File: src/rtl/ucsbece154a_memctl.sv
// ucsbece154a_memctl: load/store sequencer between the multi-cycle datapath
// and the unified word memory (synchronous write, combinational read).
// Handles byte/half/word loads with sign/zero extension. Sub-word stores are
// done as read-modify-write. Each accepted request gets exactly one response.
// Optional feature: define MEMCTL_ALIGN_TRAP_EN to fault on misaligned
// half/word accesses. When it is undefined, the misaligned low address bits
// are cleared and the access proceeds.
module ucsbece154a_memctl #(
  parameter logic [31:0] TEXT_START = 32'h00400000,
  parameter int unsigned TEXT_BYTES = 256,
  parameter logic [31:0] DATA_START = 32'h10000000,
  parameter int unsigned DATA_BYTES = 256
) (
  input  logic        clk,
  input  logic        reset,
  input  logic        req_valid_i,
  output logic        req_ready_o,
  input  logic        req_we_i,
  input  logic [1:0]  req_size_i,
  input  logic        req_unsigned_i,
  input  logic [31:0] req_addr_i,
  input  logic [31:0] req_wdata_i,
  output logic        resp_valid_o,
  output logic [31:0] resp_rdata_o,
  output logic        resp_err_o,
  output logic [31:0] mem_a_o,
  output logic [31:0] mem_wd_o,
  output logic        mem_we_o,
  input  logic [31:0] mem_rd_i
);

  typedef enum logic [1:0] {IDLE, READ, WRITE, RESP} state_t;

  state_t state, state_next;

  logic [31:0] addr_q;
  logic [31:0] wd_q;
  logic [31:0] resp_rdata_q;
  logic [1:0]  size_q;
  logic        uns_q;
  logic        we_q;
  logic        resp_err_q;

  logic [31:0] eff_addr;
  logic [31:0] text_off;
  logic [31:0] data_off;
  logic [2:0]  req_bytes;
  logic        misaligned;
  logic        in_text;
  logic        in_data;
  logic        fault;
  logic        accept;

  logic [7:0]  lane_b;
  logic [15:0] lane_h;
  logic [31:0] load_ext;
  logic [31:0] merged;

  assign accept = (state == IDLE) && req_valid_i;

  // Decode the incoming request: access width, effective address and fault check.
  // An access is legal only if every byte of it lies inside one region.
  always_comb begin
    req_bytes  = 3'd4;
    eff_addr   = req_addr_i;
    misaligned = 1'b0;
    case (req_size_i)
      2'b00:   req_bytes = 3'd1;
      2'b01:   req_bytes = 3'd2;
      default: req_bytes = 3'd4;
    endcase
`ifdef MEMCTL_ALIGN_TRAP_EN
    misaligned = ((req_size_i == 2'b01) && req_addr_i[0]) ||
                 ((req_size_i == 2'b10) && (req_addr_i[1:0] != 2'b00));
`else
    if (req_size_i == 2'b01) eff_addr[0] = 1'b0;
    if (req_size_i == 2'b10) eff_addr[1:0] = 2'b00;
`endif
    text_off = eff_addr - TEXT_START;
    data_off = eff_addr - DATA_START;
    in_text  = ({1'b0, text_off} + {30'd0, req_bytes}) <= 33'(TEXT_BYTES);
    in_data  = ({1'b0, data_off} + {30'd0, req_bytes}) <= 33'(DATA_BYTES);
    fault    = (req_size_i == 2'b11) || misaligned || !(in_text || in_data) ||
               (req_we_i && !in_data);
  end

  // Lane extraction for loads and lane replacement for sub-word stores (little-endian).
  always_comb begin
    lane_b   = mem_rd_i[{addr_q[1:0], 3'b000} +: 8];
    lane_h   = mem_rd_i[{addr_q[1], 4'b0000} +: 16];
    load_ext = mem_rd_i;
    merged   = mem_rd_i;
    case (size_q)
      2'b00: begin
        load_ext = {{24{lane_b[7] & ~uns_q}}, lane_b};
        merged[{addr_q[1:0], 3'b000} +: 8] = wd_q[7:0];
      end
      2'b01: begin
        load_ext = {{16{lane_h[15] & ~uns_q}}, lane_h};
        merged[{addr_q[1], 4'b0000} +: 16] = wd_q[15:0];
      end
      default: begin
        load_ext = mem_rd_i;
        merged   = wd_q;
      end
    endcase
  end

  // State register; reset from any state returns to IDLE.
  always_ff @(posedge clk) begin
    if (reset) state <= IDLE;
    else       state <= state_next;
  end

  // Next-state logic: faults respond at once, word stores skip the read phase.
  always_comb begin
    state_next = state;
    case (state)
      IDLE: begin
        if (accept) begin
          if (fault)                                state_next = RESP;
          else if (req_we_i && req_size_i == 2'b10) state_next = WRITE;
          else                                      state_next = READ;
        end
      end
      READ:    state_next = we_q ? WRITE : RESP;
      WRITE:   state_next = RESP;
      RESP:    state_next = IDLE;
      default: state_next = IDLE;
    endcase
  end

  // Request latch, read capture and response registers.
  always_ff @(posedge clk) begin
    if (reset) begin
      addr_q       <= 32'd0;
      wd_q         <= 32'd0;
      size_q       <= 2'b00;
      uns_q        <= 1'b0;
      we_q         <= 1'b0;
      resp_rdata_q <= 32'd0;
      resp_err_q   <= 1'b0;
    end else begin
      case (state)
        IDLE: begin
          if (accept) begin
            addr_q       <= eff_addr;
            size_q       <= req_size_i;
            uns_q        <= req_unsigned_i;
            we_q         <= req_we_i;
            wd_q         <= req_wdata_i;
            resp_rdata_q <= 32'd0;
            resp_err_q   <= fault;
          end
        end
        READ: begin
          if (we_q) wd_q <= merged;
          else      resp_rdata_q <= load_ext;
        end
        RESP: begin
          resp_rdata_q <= 32'd0;
          resp_err_q   <= 1'b0;
        end
        default: begin
        end
      endcase
    end
  end

  assign req_ready_o  = (state == IDLE) && !reset;
  assign resp_valid_o = (state == RESP);
  assign resp_rdata_o = resp_rdata_q;
  assign resp_err_o   = resp_err_q;
  assign mem_a_o      = ((state == READ) || (state == WRITE)) ? {addr_q[31:2], 2'b00} : 32'd0;
  assign mem_we_o     = (state == WRITE) && !reset;
  assign mem_wd_o     = (state == WRITE) ? wd_q : 32'd0;

endmodule

File: config.mk
export PLATFORM = sky130hd
export DESIGN_NAME = ucsbece154a_memctl
export DESIGN_NICKNAME = d
export VERILOG_FILES = /design/src/rtl/ucsbece154a_memctl.sv
export SDC_FILE = /design/constraint.sdc
export NUM_CORES = 1
export LEC_CHECK = 0
export ABC_AREA = 1
export ABC_CLOCK_PERIOD_IN_PS = 3100
export CORE_MARGIN = 2
export CORE_UTILIZATION = 35
export DETAILED_ROUTE_END_ITERATION = 10
export PLACE_DENSITY = 0.7
export SLEW_MARGIN = 5
export SYNTH_ARGS = -nofsm -noshare
export SYNTH_HDL_FRONTEND = slang
export SYNTH_SLANG_ARGS = --single-unit
export TNS_END_PERCENT = 1
File: constraint.sdc
create_clock -name clk -period 3.1 [get_ports clk]
set_input_delay 0.775 -clock clk [delete_from_list [all_inputs] [get_ports clk]]
set_output_delay 0.775 -clock clk [all_outputs]
set_load 0.05 [all_outputs]
==> results.toml <==
[route]
drcViolationCount = 0
wl_per_cell_um = 16.1
viasPerCell = 5.16
drtIter0Drc = 697
num_vias = 8908
dr.pass1.iters = 5
wl_um = 27700
ant_nets = 0

[power_and_ir_drop]
total_leakage_power_nw = 5.03
ir_worst_vdd_uv = 284
p_per_area_mw_per_mm2 = 546
finalPower_mw = 6.16

[synth]
syn_area_mm2 = 0.00741
synthArstFlopShare_pct = 0
yosysWarnings = 0
synth_cells = 1211
ys_types = 43
synthFlopType = "dfxtp_1"
ys_ff_latch = 103
synth-edff-count = 0
syn_area_per_cell_um2 = 6.12
yosysSeqAreaShare_pct = 27.8

[finish]
fin_nets = 1565
finalInstanceArea_mm2 = 0.0113
regArea_mm2 = 0.00206
layout_commonest_cell = "nand2_1"
nFillCells = 2051
synthToLayoutAreaGrowth_pct = 52.4
multi_input_area_mm2 = 0.00466
layout-drive-gt1-share_pct = 16.6
final_cell_mix = "nand2_1 (281), inv_1 (154), clkdlybuf4s50_1 (132)"
instances_no_fill = 1726

[sta]
period_needed_ns = 2.93
slew_violations = 0
hold_ws_ns = 0.467
worst_pin_slew_ns = 0.684
clock.fmax_ghz = 0.341
fin_skew_ns = 0.0112
period_share_pct = 94.6
hold_viol = 0
slew_headroom_pct = 54.3
finalSetupViolations = 0

[worst_hold_path]
worstHoldPathType = "reg2reg"

[die]
ios = 203
core_mm2 = 0.0209
die_height_um = 149
dieArea_mm2 = 0.0223
start_util_pct = 35.5
rows = 53
die_w_um = 149

[global_routing]
track_usage_pct = 24.3
antenna_found_initial = 1
grt_max_degree = 41
grt_pass1_vias = 8346
grt-ovfl-total = 0
grt_pass1_wl_um = 43000

[job]
maxCapViolCount = 0

[clock_tree]
cts-root-buf = "clkbuf_16"
postCtsHoldBufs = 0
clock_latency_ns = 0.37
cts_buffers = 9
clock_sinks = 103
cts_tree = "built"
path_clk_slew_ns = 0.08
h-tree-depth = 3
cts_buffer_depth = 2

[place]
dpl.cell_count = 1700
port_buffers = 200
dp_hpwl_um = 21100
place_area_mm2 = 0.0107
gp_congestion = 0.927

[setup_path]
crit_required_ns = 3.35
path_max_fanout = 5
slowest_delay_ns = 0.27
crit_type = "in2reg"
cp_common_cell = "nand2_1"
cp_cell_sequence = "clkdlybuf4s15_1 > inv_2 > nand2_2 > buf_6 > nand2_4 > inv_4 > ha_4 > nand2_4 > nor2_4 > nor2_4 > nor2_4 > nand2_2 > nand2_1 > nand2_1 > nor3_2 > nand3_1 > nor2_1 > nand2_1 > nor2_2 > buf_4 > nand4_1 > nand2_1 > a21oi_1"
cp.arrival_ns = 3.18
crit_slowest_cell = "ha_4"
startpoint_type = "input pin"
end_kind = "flop"

[run_status]
outcome = "completed"
==> power breakdown <==
part / switching (mW) / internal (mW) / total, mW / leakage, nW
clock: 0.590 / 0.724 / 1.31 / 0.160
sequential: 0.178 / 1.60 / 1.78 / 0.847
combinational: 1.92 / 1.15 / 3.07 / 4.02
==> worst paths after layout <==
path / from / end / slack [ns] / cells past startpoint
setup / recovery: req_size_i[0] / state[1]$_SDFFE_PP0N_ / 0.17 / 23
hold reg to reg: resp_rdata_o[20]$_SDFFE_PP0P_ / resp_rdata_o[20]$_SDFFE_PP0P_ / 0.47 / 2
setup reg to reg: state[1]$_SDFFE_PP0N_ / wd_q[3]$_SDFFE_PP0P_ / 0.62 / 11
hold / removal: resp_rdata_o[20]$_SDFFE_PP0P_ / resp_rdata_o[20]$_SDFFE_PP0P_ / 0.47 / 2
==> logic make-up (layout without fill, tap and decap cells) <==
logic type / after synthesis / count (layout) / synth area share, %
AO/OA/AOI/OAI: 304 / 304 / 23.0
XOR/XNOR: 21 / 21 / 2.48
adder cells (fa/ha/maj): 17 / 17 / 2.97
buffers and inverters: 226 / 464 / 12.0
flip-flops: 103 / 103 / 27.8
multiplexers: 7 / 7 / 0.946
other: 1 / 3 / 0.0506
AND/OR/NAND/NOR: 532 / 532 / 30.7
==> layout make-up <==
type / instances / area share (%)
clock inverter: 6 / 0.909
tap: 275 / 3.05
clock buffer: 10 / 2.03
antenna: 1 / 0.0222
timing repair buffer: 281 / 28.9
inverter: 167 / 5.57
multi-input combinational: 883 / 41.3
sequential: 103 / 18.3
==> critical path: cells and delay by family <==
family	cells	cell delay, ns
compound gates	1	0.05
fa+ha+maj	1	0.27
simple gates	16	1.49
buf+inv	5	0.59
==> timing repair <==
| action | in CTS | in global routing |
|---|---|---|
| setup buffers | 3 | 6 |
| hold endpoints to repair | 0 | 0 |
| setup endpoints to repair | 3 | 3 |
| gates cloned | 0 | 0 |
| pin swaps | 6 | 28 |
| gates resized for setup | 17 | 47 |
==> state kept, by name, indices dropped and copies added, names as in the netlist <==
name          cells
resp_err_o        1
size_q            2
wd_q             32
we_q              1
uns_q             1
state             2
addr_q           32
resp_rdata_o     32
==> metal layers <==
layer	up-vias	global-route usage, %	wire length (µm)
met5	-	0	0
met4	0	7.95	716
met3	47	4.70	2220
met2	361	42.8	13700
met1	4087	29.6	11100
li1	4413	-	-
==> synthesized netlist by cell type, types with 5 or more instances <==
library cell | n | share of area (%)
nor2_2 | 11 | 0.93
nand2_1 | 295 | 15
o21ai_0 | 122 | 8.2
dfxtp_1 | 103 | 28
clkbuf_1 | 43 | 2.2
a21oi_1 | 104 | 7.0
o221ai_1 | 7 | 0.83
nand4_1 | 16 | 1.4
nand3_1 | 46 | 3.1
a211oi_1 | 23 | 2.3
xor2_1 | 16 | 1.9
and3_1 | 8 | 0.68
a31oi_1 | 8 | 0.68
nor3_1 | 12 | 0.81
mux2i_1 | 7 | 0.95
o22ai_1 | 10 | 0.84
a22oi_1 | 8 | 0.81
nor2_4 | 9 | 1.4
inv_1 | 158 | 8.0
buf_2 | 8 | 0.54
o211ai_1 | 17 | 1.7
ha_1 | 16 | 2.7
xnor2_1 | 5 | 0.59
inv_2 | 8 | 0.41
nand2_2 | 6 | 0.51
nor2_1 | 123 | 6.2
==> stage by stage <==
stage / util [%] / TNS (ns) / setup WS (ns)
after floorplan: - / 0 / 0.0539
after global placement: 51.1 / -1.55 / -0.535
after detailed placement: 51.1 / -1.76 / -0.615
after CTS: 53.0 / 0 / 0.0134
after global routing: 54.0 / -0.0550 / -0.0386
final: 54.0 / 0 / 0.167
(Power assumes the default switching activity.)
